$ cat src/rtl/bin2bcd_seq.sv
// Serial double-dabble binary-to-BCD converter, one input bit per clock,
// with valid/ready handshakes, optional signed input, overflow flag and leading-zero blanking.
module bin2bcd_seq #(
    parameter int BIN_W  = 16,
    parameter int DIGITS = 5,
    parameter bit SIGNED = 1'b0
) (
    input  logic                  clk,
    input  logic                  reset,
    input  logic                  in_valid,
    output logic                  in_ready,
    input  logic [BIN_W-1:0]      bin,
    output logic                  out_valid,
    input  logic                  out_ready,
    output logic [4*DIGITS-1:0]   bcd,
    output logic                  neg,
    output logic                  ovf,
    output logic [DIGITS-1:0]     blank
);

    localparam int BCD_W = 4 * DIGITS;
    localparam int CNT_W = $clog2(BIN_W + 1);

    typedef enum logic [1:0] {
        IDLE,
        SHIFT,
        DONE
    } state_t;

    state_t             state_q;
    logic [BIN_W-1:0]   shift_q;
    logic [BCD_W-1:0]   acc_q;
    logic [BCD_W-1:0]   acc_d;
    logic [BCD_W-1:0]   adj;
    logic [CNT_W-1:0]   cnt_q;
    logic               neg_q;
    logic               ovf_q;
    logic               ovf_d;
    logic               in_ready_q;
    logic               out_valid_q;
    logic [BIN_W-1:0]   mag;

    // Two's-complement magnitude in BIN_W unsigned bits, so -2^(BIN_W-1) maps to 2^(BIN_W-1).
    always_comb begin
        mag = bin;
        if (SIGNED && bin[BIN_W-1]) begin
            mag = ~bin + BIN_W'(1);
        end
    end

    always_comb begin
        adj = acc_q;
        for (int k = 0; k < DIGITS; k++) begin
            if (acc_q[4*k +: 4] >= 4'd5) begin
                adj[4*k +: 4] = acc_q[4*k +: 4] + 4'd3;
            end
        end
        acc_d = {adj[BCD_W-2:0], shift_q[BIN_W-1]};
        ovf_d = ovf_q | adj[BCD_W-1];
    end

    // Scan from the most significant digit down; the units digit is never blanked.
    always_comb begin
        logic allZero;
        allZero = 1'b1;
        blank   = '0;
        for (int k = DIGITS - 1; k >= 0; k--) begin
            allZero  = allZero & (acc_q[4*k +: 4] == 4'd0);
            blank[k] = allZero;
        end
        blank[0] = 1'b0;
    end

    always_ff @(posedge clk or posedge reset) begin
        if (reset) begin
            state_q     <= IDLE;
            shift_q     <= '0;
            acc_q       <= '0;
            cnt_q       <= '0;
            neg_q       <= 1'b0;
            ovf_q       <= 1'b0;
            in_ready_q  <= 1'b1;
            out_valid_q <= 1'b0;
        end else begin
            case (state_q)
                IDLE: begin
                    if (in_valid) begin
                        shift_q    <= mag;
                        neg_q      <= SIGNED && bin[BIN_W-1];
                        acc_q      <= '0;
                        ovf_q      <= 1'b0;
                        cnt_q      <= CNT_W'(BIN_W);
                        in_ready_q <= 1'b0;
                        state_q    <= SHIFT;
                    end
                end
                SHIFT: begin
                    acc_q   <= acc_d;
                    ovf_q   <= ovf_d;
                    shift_q <= {shift_q[BIN_W-2:0], 1'b0};
                    cnt_q   <= cnt_q - CNT_W'(1);
                    if (cnt_q == CNT_W'(1)) begin
                        out_valid_q <= 1'b1;
                        state_q     <= DONE;
                    end
                end
                DONE: begin
                    if (out_ready) begin
                        out_valid_q <= 1'b0;
                        in_ready_q  <= 1'b1;
                        state_q     <= IDLE;
                    end
                end
                default: begin
                    out_valid_q <= 1'b0;
                    in_ready_q  <= 1'b1;
                    state_q     <= IDLE;
                end
            endcase
        end
    end

    assign in_ready  = in_ready_q;
    assign out_valid = out_valid_q;
    assign bcd       = acc_q;
    assign neg       = neg_q;
    assign ovf       = ovf_q;

endmodule

$ cat config.mk
export PLATFORM = sky130hd
export DESIGN_NAME = bin2bcd_seq
export DESIGN_NICKNAME = d
export VERILOG_FILES = /design/src/rtl/bin2bcd_seq.sv
export SDC_FILE = /design/constraint.sdc
export NUM_CORES = 1
export LEC_CHECK = 0
export BUFFER_PORTS_ARGS = -buffer_cell sky130_fd_sc_hd__buf_2
export CAP_MARGIN = 15
export CORE_MARGIN = 2
export CORE_UTILIZATION = 35
export CTS_CLUSTER_DIAMETER = 120
export CTS_CLUSTER_SIZE = 30
export DETAILED_ROUTE_END_ITERATION = 10
export PLACE_DENSITY = 0.58
export SLEW_MARGIN = 20
export SYNTH_ARGS = -nofsm -noshare
export SYNTH_HDL_FRONTEND = slang
export SYNTH_SLANG_ARGS = --single-unit
$ cat constraint.sdc
create_clock -name clk -period 1.7 [get_ports clk]
set_input_delay 0.17 -clock clk [delete_from_list [all_inputs] [get_ports clk]]
set_output_delay 0.17 -clock clk [all_outputs]
set_load 0.1 [all_outputs]
==> impl_metrics.yaml, run 1 <==
synth:
  yosysWarnings: 0
  ys_types: 39
  avgSynthCellArea_um2: 9.746
  synth.yosys.seq_area_share: 0.4619
  synth_cells: 256
  syn_area_um2: 2495
  synth_seq_cells: 46
routing:
  dr.pass1.iters: 4
  wl_per_cell_um: 13.41
  antenna_left: 0
  drc_errors: 0
  vias_per_cell: 4.959
  wl_mm: 5.524
  vias: 2043
  drt_iter0_markers: 90
global_routing:
  grtUsageTotal: 0.1546
  overflow: 0
  antenna_found_initial: 0
  grt_pass1_vias: 2017
  grt_pass1_wl_mm: 9.556
  grt_max_degree: 47
critical_path:
  startpoint_type: "flip-flop"
  cp_cell_sequence: "inv_4, ha_4, nor3b_4, and3_4, and3_4, and3_4, buf_12"
  crit_arrival_ps: 1900
  critPathKind: "reg -> out"
  worst_path_most_repeated_cell: "and3_4"
  crit_slowest_cell: "dfrtp_4"
  required_ps: 1530
  crit_path_end_kind: "output port"
  cpPeakStageDelay_ps: 490
  crit_fanout: 2
clock_tree:
  cts_tree: "yes"
  clock_path_buffers: 2
  cts_sinks: 46
  ctsHtreeMaxLevel: 2
  clk_pin_slew_worst_paths_ps: 80
  clock_latency_ps: 290
  root_buffer: "clkbuf_8"
  numCtsBuffers: 5
hold_path:
  hp-class: "in -> reg"
floorplan:
  dieArea_um2: 7820
  die_y_um: 88.43
  core_um2: 6832
  start_util: 0.3652
  ios: 49
  rows: 30
  fp.dieW_um: 88.43
final_layout:
  drive_gt1_frac: 0.3449
  area_growth_pct: 27.33
  fin_nets: 350
  most-common-layout-cells: "buf_2 (42), nand2_1 (30), dfrtp_1 (29)"
  diodes: 0
  fill_cells: 705
  final_cells: 412
  layout_commonest_cell: "buf_2"
sta:
  period_minus_slack_ps: 2068
  setup_viol: 3
  drv_slew: 0
  rsz0062_at_grt: "yes"
  fmax_ghz: 0.4835
  finalCritPeriodShare: 1.217
  hold_violations: 0
  fin_skew_ps: 6.496
  setup_slack_ps: -368.1
placed_design:
  dp_hpwl_mm: 3.870
  placed_cells: 402
  pre_cts_slack_ps: -44.93
  place.gp.congestion: 0.7429
  port_buffers: 46
run:
  drv_cap: 0
outcome:
  status: "complete, but fails checks"
  violations: "negative setup slack"
worst max-delay path: cells and delay by family (launching register included):
kind | cells | cell delay, ps
buf+inv | 2 | 240
fa+ha+maj | 1 | 120
flops | 1 | 490
simple gates | 4 | 770
area by class of cell:
type / instances / area [µm²] / share of cell area
flip-flops and latches: 46 / 1192 / 0.3753
clock inverters: 1 / 5.005 / 0.001575
clock buffers: 7 / 86.33 / 0.02718
inverters: 14 / 57.56 / 0.01812
multi-input cells: 180 / 1245 / 0.3919
repair buffers: 68 / 470.5 / 0.1481
well taps: 96 / 120.1 / 0.03781
cell families after synthesis:
kind of cell    count (synthesis)  synth area share
fa+ha+maj                      15           0.07523
compound gates                 77            0.1911
buf+inv                        31           0.05867
other cells                     1          0.001503
simple gates                   77            0.1800
xor+xnor                        9           0.03160
flops                          46            0.4619
per-stage QoR:
step	area [µm²]	hold WS (ps)	utilization	TNS (ps)
after global placement	3060	231.1	0.4480	-35.68
final	3177	104.1	0.4650	-792.0
after CTS	3184	98.91	0.4661	-895.8
after global routing	3177	104.6	0.4650	-1120
after floorplan	2581	302.5	-	-3885
after detailed placement	3060	232.8	0.4480	-44.93
cell usage after synthesis (all sizes together):
library cell | number | area [µm²]
clkbuf | 5 | 20.01
inv | 14 | 52.55
nor2b | 1 | 6.260
nand3 | 6 | 35.03
dfrtp | 45 | 1126
nand2b | 6 | 45.04
o21ai | 26 | 133.9
nor2 | 8 | 32.54
nor4b | 2 | 17.52
o22ai | 8 | 50.05
a221o | 1 | 10.01
conb | 1 | 3.750
o311ai | 4 | 35.03
a32o | 5 | 50.05
o21bai | 1 | 11.26
nor3 | 1 | 5.000
o32ai | 2 | 17.52
and3b | 15 | 131.4
buf | 12 | 73.82
o31ai | 6 | 45.04
nand2 | 30 | 112.6
a21oi | 23 | 115.1
and2 | 1 | 6.260
dfstp | 1 | 26.28
xnor2 | 6 | 52.55
and3 | 3 | 18.77
a22o | 1 | 8.760
xor2 | 3 | 26.28
ha | 15 | 187.7
or4 | 1 | 11.26
nor3b | 3 | 27.52
sequential cells by signal, indices dropped and copies added, names as in the netlist:
| name | cells |
|---|---|
| ovf | 1 |
| bcd | 20 |
| in_ready | 1 |
| state_q | 2 |
| shift_q | 16 |
| out_valid | 1 |
| cnt_q | 5 |
worst paths after layout:
| path | start | to | slack, ps | cells after the start |
|---|---|---|---|---|
| max in group asynchronous | reset | in_ready | 960 | 4 |
| min in group asynchronous | reset | shift_q[13] | 460 | 4 |
| max | bcd[16] | blank[1] | -370 | 7 |
| max reg2reg | bcd[16] | bcd[17] | 110 | 6 |
| min reg2reg | in_ready | in_ready | 470 | 2 |
| min | bin[0] | shift_q[0] | 100 | 2 |
per-layer routing:
metal / vias to the layer above / track usage / part of all wire / routed length (µm)
met5: - / 0 / 0 / 0
met4: 0 / 0.04132 / 0.0065 / 36
met3: 2 / 0.03172 / 0.038 / 209
met2: 38 / 0.2495 / 0.47 / 2598
met1: 990 / 0.2130 / 0.49 / 2680
li1: 1013 / - / - / -
repair_timing:
action / CTS / global route
setup endpoints to repair: 3 / 10
endpoints found under the hold margin: 45 / 0
cloned: 0 / 0
resized for setup: 2 / 2
pin swaps: 0 / 2
hold buffers: 1 / 0
buffers inserted: 2 / 3
Power of run 1 is not shown: default switching activity piles up to over one toggle a cycle in this logic, so the estimate is an artifact.
==> run 2, diff against run 1 <==
--- a/config.mk
+++ b/config.mk
@@ -5,6 +5,7 @@
 export SDC_FILE = /design/constraint.sdc
 export NUM_CORES = 1
 export LEC_CHECK = 0
+export ABC_AREA = 1
 export BUFFER_PORTS_ARGS = -buffer_cell sky130_fd_sc_hd__buf_2
 export CAP_MARGIN = 15
 export CORE_MARGIN = 2
==> impl_metrics.yaml, run 2 <==
synth:
  synth.yosys.seq_area_share: 0.4471
  yosysWarnings: 0
  synthTopCellsByArea: "dfrtp_1 (44%), nand2_1 (21%), nand3_1 (9.5%)"
  syn_area_um2: 2577
  avgSynthCellArea_um2: 7.385
  synth_ff_type: "dfrtp_1"
  synth_cells: 349
  synth_seq_cells: 46
  yosysMostFrequentCell: "nand2_1"
  synth_edf_count: 0
  yosys-top-cells-count: "nand2_1 (142), nand3_1 (49), dfrtp_1 (45)"
  yosys.area.top_type_share: 0.4369
  ys_types: 22
  yosysTopAreaCell: "dfrtp_1"
  synthArstFlopShare: 1.000
routing:
  antenna_left: 0
  drt_iter0_markers: 113
  wl_mm: 5.836
  vias_per_cell: 4.706
  routed-wl-met3_um: 348
  drc_errors: 0
  vias: 2381
  wl_per_cell_um: 11.53
  dr.pass1.iters: 4
  top_layer_used: "met4"
  wl_met2_mm: 2.604
  wl_met1_mm: 2.825
final_layout:
  fin_nets: 441
  layout_commonest_cell: "nand2_1"
  drive_gt1_frac: 0.2482
  most-common-layout-cells: "nand2_1 (138), nand3_1 (49), buf_2 (42)"
  fill_cells: 724
  regArea_um2: 1175
  design_area_um2: 3263
  diodes: 0
  multiInputGateArea_um2: 1257
  largest_register_ffs: 20
  area_growth_pct: 26.60
hold_path:
  hold_path_depth: 3
  hp-class: "in -> reg"
clock_tree:
  cts_sinks: 46
  clock_path_buffers: 2
  numCtsBuffers: 5
  ctsHtreeMaxLevel: 2
  cts_tree: "yes"
  clk_pin_slew_worst_paths_ps: 90
  clock_latency_ps: 300
  root_buffer: "clkbuf_8"
power_and_ir_drop:
  seq_power_share: 0.282
  p_comb_frac: 0.593
  clock_power_share: 0.125
  p_switching_uw: 3151
  power.internal_uw: 2886
  sw_frac_of_total: 0.5219
  powerDensity_nw_per_um2: 1850
  power_leakage_uw: 0.001804
  peakVddDrop_mv: 0.7453
critical_path:
  r2r_end: "ovf"
  crit_fanout: 3
  cpPeakStageDelay_ps: 500
  worstSetupEndpoint: "blank[1]"
  regToRegStartpoint: "bcd[16]"
  crit_slowest_cell: "dfrtp_4"
  required_ps: 1530
  crit_path_end_kind: "output port"
  path_buf_inv: 3
  cp_cell_sequence: "inv_4, ha_4, nand2_4, nor2_4, nand2_2, clkinvlp_4, nand2_4, nor2_4, buf_12"
  cp-startpoint: "bcd[16]"
  cpLargestDelayFamily: "flip-flops"
  ff2ff_path_depth: 7
  crit_arrival_ps: 1650
  crit_cells: 9
  startpoint_type: "flip-flop"
  r2r_slack_ps: 260
  critPathKind: "reg -> out"
floorplan:
  rows: 31
  start_util: 0.3592
  fp.dieW_um: 89.82
  die_y_um: 89.82
  ios: 49
  dieArea_um2: 8067
  core_um2: 7176
global_routing:
  overflow: 0
  antenna_found_initial: 0
  grt_pass1_wl_mm: 10.35
  grt_max_degree: 41
  grt_pass1_vias: 2352
  grtUsageTotal: 0.1533
sta:
  fin_skew_ps: 10.69
  fin_setup_tns_ps: -268.8
  fmax_ghz: 0.5496
  hold_violations: 0
  rsz0062_at_grt: "yes"
  setup_viol: 3
  setup_slack_ps: -119.4
  period_minus_slack_ps: 1819
  finalCritPeriodShare: 1.070
  drv_slew: 0
placed_design:
  dp_hpwl_mm: 4.075
  place.gp.congestion: 0.8915
  port_buffers: 46
  place_area_um2: 3098
outcome:
  violations: "negative setup slack"
  status: "complete, but fails checks"
run:
  drv_cap: 0
-- run 2: final cells by class --
type / instances / area share
Timing Repair Buffer: 60 / 0.1334
Tap cell: 99 / 0.03796
Clock inverter: 1 / 0.002684
Inverter: 41 / 0.05100
Multi-Input combinational cell: 252 / 0.3854
Clock buffer: 7 / 0.02952
Sequential cell: 46 / 0.3600
-- run 2: power by group through the flow --
stage | Sequential (µW) | Clock, µW | Combinational [µW]
floorplan | 2390 | 0 | 1970
global placement | 1710 | 0 | 3510
detailed placement | 1720 | 0 | 3560
CTS | 1700 | 788 | 3610
global route | 1750 | 834 | 3880
finish | 1700 | 757 | 3580
-- run 2: cell families (layout without fill, tap and decap cells) --
group / count (synthesis) / count (layout) / share of synthesized area
AOI/OAI and AO/OA: 18 / 18 / 0.03786
buffers and inverters: 52 / 109 / 0.08689
and+or+nand+nor: 217 / 217 / 0.3539
other: 1 / 2 / 0.001455
DFF: 46 / 46 / 0.4471
adders and majority gates: 15 / 15 / 0.07282
-- run 2: metal layers --
metal | track usage | vias up
li1 | - | 1214
met1 | 0.2036 | 1101
met2 | 0.2481 | 59
met3 | 0.03521 | 7
met4 | 0.05128 | 0
met5 | 0 | -
-- run 2: worst min path at each step --
stage                     slack (ps)  startpoint          to
final                             60      bin[0]  shift_q[0]
after detailed placement          90       reset     bcd[11]
after global routing              90      bin[6]  shift_q[6]
after global placement            90       reset     bcd[11]
after CTS                         50      bin[0]  shift_q[0]
after floorplan                  290      bin[0]  shift_q[0]
-- run 2: repair_timing --
action                                  CTS  global route
cloned                                    0             0
pin swaps                                 4             0
hold buffers                              1             0
gates resized for setup                   0             2
hold endpoints to repair                  6             0
endpoints found under the setup margin    3             3
buffers inserted                          5             1
-- run 2: worst register-to-register path: stages (launching register included) --
cell     delay, ps
dfrtp_4        500
buf_4          160
ha_1           200
nand2_1        100
nand3_1        130
and2_1         160
nand2_1         50
nand2_1         50
-- run 2: stage by stage --
stage	worst slack (ps)	instances	utilization	hold slack [ps]	power, µW
6_report	-119.4	506	0.4548	63.97	6036
3_5_place_dp	87.84	491	0.4317	85.69	5282
3_3_place_gp	117.2	491	0.4317	88.27	5226
5_1_grt	-212.0	506	0.4548	85.41	6466
4_1_cts	-143.7	505	0.4530	52.12	6099
2_1_floorplan	-1056	350	-	286.6	4359
Power figures use the tool's default switching activity.
==> run 3, diff against run 2 <==
--- a/config.mk
+++ b/config.mk
@@ -8,6 +8,7 @@
 export ABC_AREA = 1
 export BUFFER_PORTS_ARGS = -buffer_cell sky130_fd_sc_hd__buf_2
 export CAP_MARGIN = 15
+export CORE_ASPECT_RATIO = 1.25
 export CORE_MARGIN = 2
 export CORE_UTILIZATION = 35
 export CTS_CLUSTER_DIAMETER = 120
==> impl_metrics.yaml, run 3 (synthesis gave the netlist of run 2 again) <==
outcome:
  status: "complete, but fails checks"
  violations: "negative setup slack"
floorplan:
  die_y_um: 99.95
  dieArea_um2: 8071
  start_util: 0.3546
  core_um2: 7269
  ios: 49
  fp.dieW_um: 80.76
  rows: 35
sta:
  worst_pin_slew_ps: 541.0
  setup_viol: 3
  slew_headroom: 0.6388
  hold_violations: 0
  fin_setup_tns_ps: -266.3
  fmax_ghz: 0.5492
  drv_slew: 0
  finalCritPeriodShare: 1.071
  setup_slack_ps: -121.0
  fin_skew_ps: 8.973
  period_minus_slack_ps: 1821
  rsz0062_at_grt: "yes"
critical_path:
  regToRegStartpoint: "bcd[16]"
  crit_path_end_kind: "output port"
  crit_slowest_cell: "dfrtp_4"
  required_ps: 1530
  crit_fanout: 3
  cp-startpoint: "bcd[16]"
  crit_arrival_ps: 1650
  critPathKind: "reg -> out"
  cpPeakStageDelay_ps: 500
  path_buf_inv: 3
  startpoint_type: "flip-flop"
  cp_cell_sequence: "inv_4, ha_4, nand2_4, nor2_4, nand2_2, clkinvlp_4, nand2_4, nor2_4, buf_12"
  cpLargestDelayFamily: "flip-flops"
power_and_ir_drop:
  powerDensity_nw_per_um2: 1836
  power_leakage_uw: 0.001809
  clock_power_share: 0.119
  sw_frac_of_total: 0.5317
  p_switching_uw: 3184
  p_comb_frac: 0.597
  power.internal_uw: 2804
  seq_power_share: 0.284
  peakVddDrop_mv: 1.079
clock_tree:
  cts_tree: "yes"
  ctsHtreeMaxLevel: 2
  cts_sinks: 46
  root_buffer: "clkbuf_8"
  clock_path_buffers: 2
  clk_pin_slew_worst_paths_ps: 100
  clock_latency_ps: 300
  numCtsBuffers: 5
routing:
  vias: 2395
  wl_mm: 6.048
  drt_iter0_markers: 101
  vias_per_cell: 4.761
  antenna_left: 0
  drc_errors: 0
  wl_per_cell_um: 12.02
  dr.pass1.iters: 5
placed_design:
  dp_hpwl_mm: 4.268
  placed_cells: 486
  pre_cts_slack_ps: 94.31
  place.gp.congestion: 0.8537
  port_buffers: 46
final_layout:
  diodes: 0
  largest_register_ffs: 20
  final_cells: 503
  area_growth_pct: 26.50
  layout_commonest_cell: "nand2_1"
  most-common-layout-cells: "nand2_1 (138), nand3_1 (49), buf_2 (42)"
  fin_nets: 445
  fill_cells: 778
  drive_gt1_frac: 0.2579
run:
  drv_cap: 0
global_routing:
  grt_pass1_wl_mm: 10.54
  overflow: 0
  grtUsageTotal: 0.1650
  antenna_found_initial: 0
  grt_pass1_vias: 2348
  grt_max_degree: 36
hold_path:
  hp-class: "in -> reg"
  min_from: "bin[0]"
-- run 3: cell types whose count changed in the layout (fill, tap and decap cells not counted), sizes merged --
cell	previous run	this run
buf	59	63
clkinvlp	2	3
clkbuf	7	5
inv	39	40
-- run 3: what timing repair did --
| item | CTS | global route |
|---|---|---|
| pin swaps | 4 | 0 |
| cloned | 0 | 0 |
| setup endpoints to repair | 3 | 3 |
| hold buffers | 1 | 0 |
| setup buffers | 5 | 3 |
| endpoints found under the hold margin | 19 | 0 |
| gates resized for setup | 1 | 2 |
-- run 3: final timing paths --
path                       slack (ps)  cells after the start    endpoint
hold / removal                     70                      3  shift_q[0]
setup / recovery                 -120                      9    blank[1]
max in group asynchronous         690                      4    in_ready
setup reg to reg                  260                      9         ovf
hold reg to reg                   470                      2    in_ready
min in group asynchronous         440                      3     bcd[11]
-- run 3: layout make-up --
class	count	area (µm²)	area share
repair buffers	64	452.9	0.1389
inverters	41	166.4	0.05104
clock inverters	3	25.02	0.007675
flip-flops and latches	46	1175	0.3603
well taps	92	115.1	0.03530
clock buffers	5	68.82	0.02111
multi-input cells	252	1257	0.3856
-- run 3: power groups by stage --
stage | logic (µW) | registers [µW] | clock network (µW)
after global routing | 3900 | 1750 | 794
final | 3580 | 1700 | 712
after CTS | 3610 | 1700 | 748
after global placement | 3510 | 1720 | 0
after detailed placement | 3550 | 1730 | 0
after floorplan | 1970 | 2390 | 0
-- run 3: layer usage --
layer / global-route usage / vias up / share of wire
met5: 0 / - / 0
met4: 0.05997 / 0 / 0.021
met3: 0.03327 / 11 / 0.042
met2: 0.2756 / 55 / 0.48
met1: 0.2109 / 1105 / 0.46
li1: - / 1224 / -
-- run 3: through the flow --
step | utilization | instance area [µm²] | hold WS, ps | power (µW)
floorplan | - | 2661 | 286.6 | 4359
global placement | 0.4253 | 3092 | 249.2 | 5221
detailed placement | 0.4253 | 3092 | 249.7 | 5279
CTS | 0.4448 | 3233 | 53.03 | 6066
global route | 0.4485 | 3261 | 67.63 | 6446
finish | 0.4485 | 3261 | 67.11 | 5987
-- run 3: tightest hold or removal path, cell delays in order --
cell     delay [ps]
buf_2            70
nand2_1          40
nand2_1          60
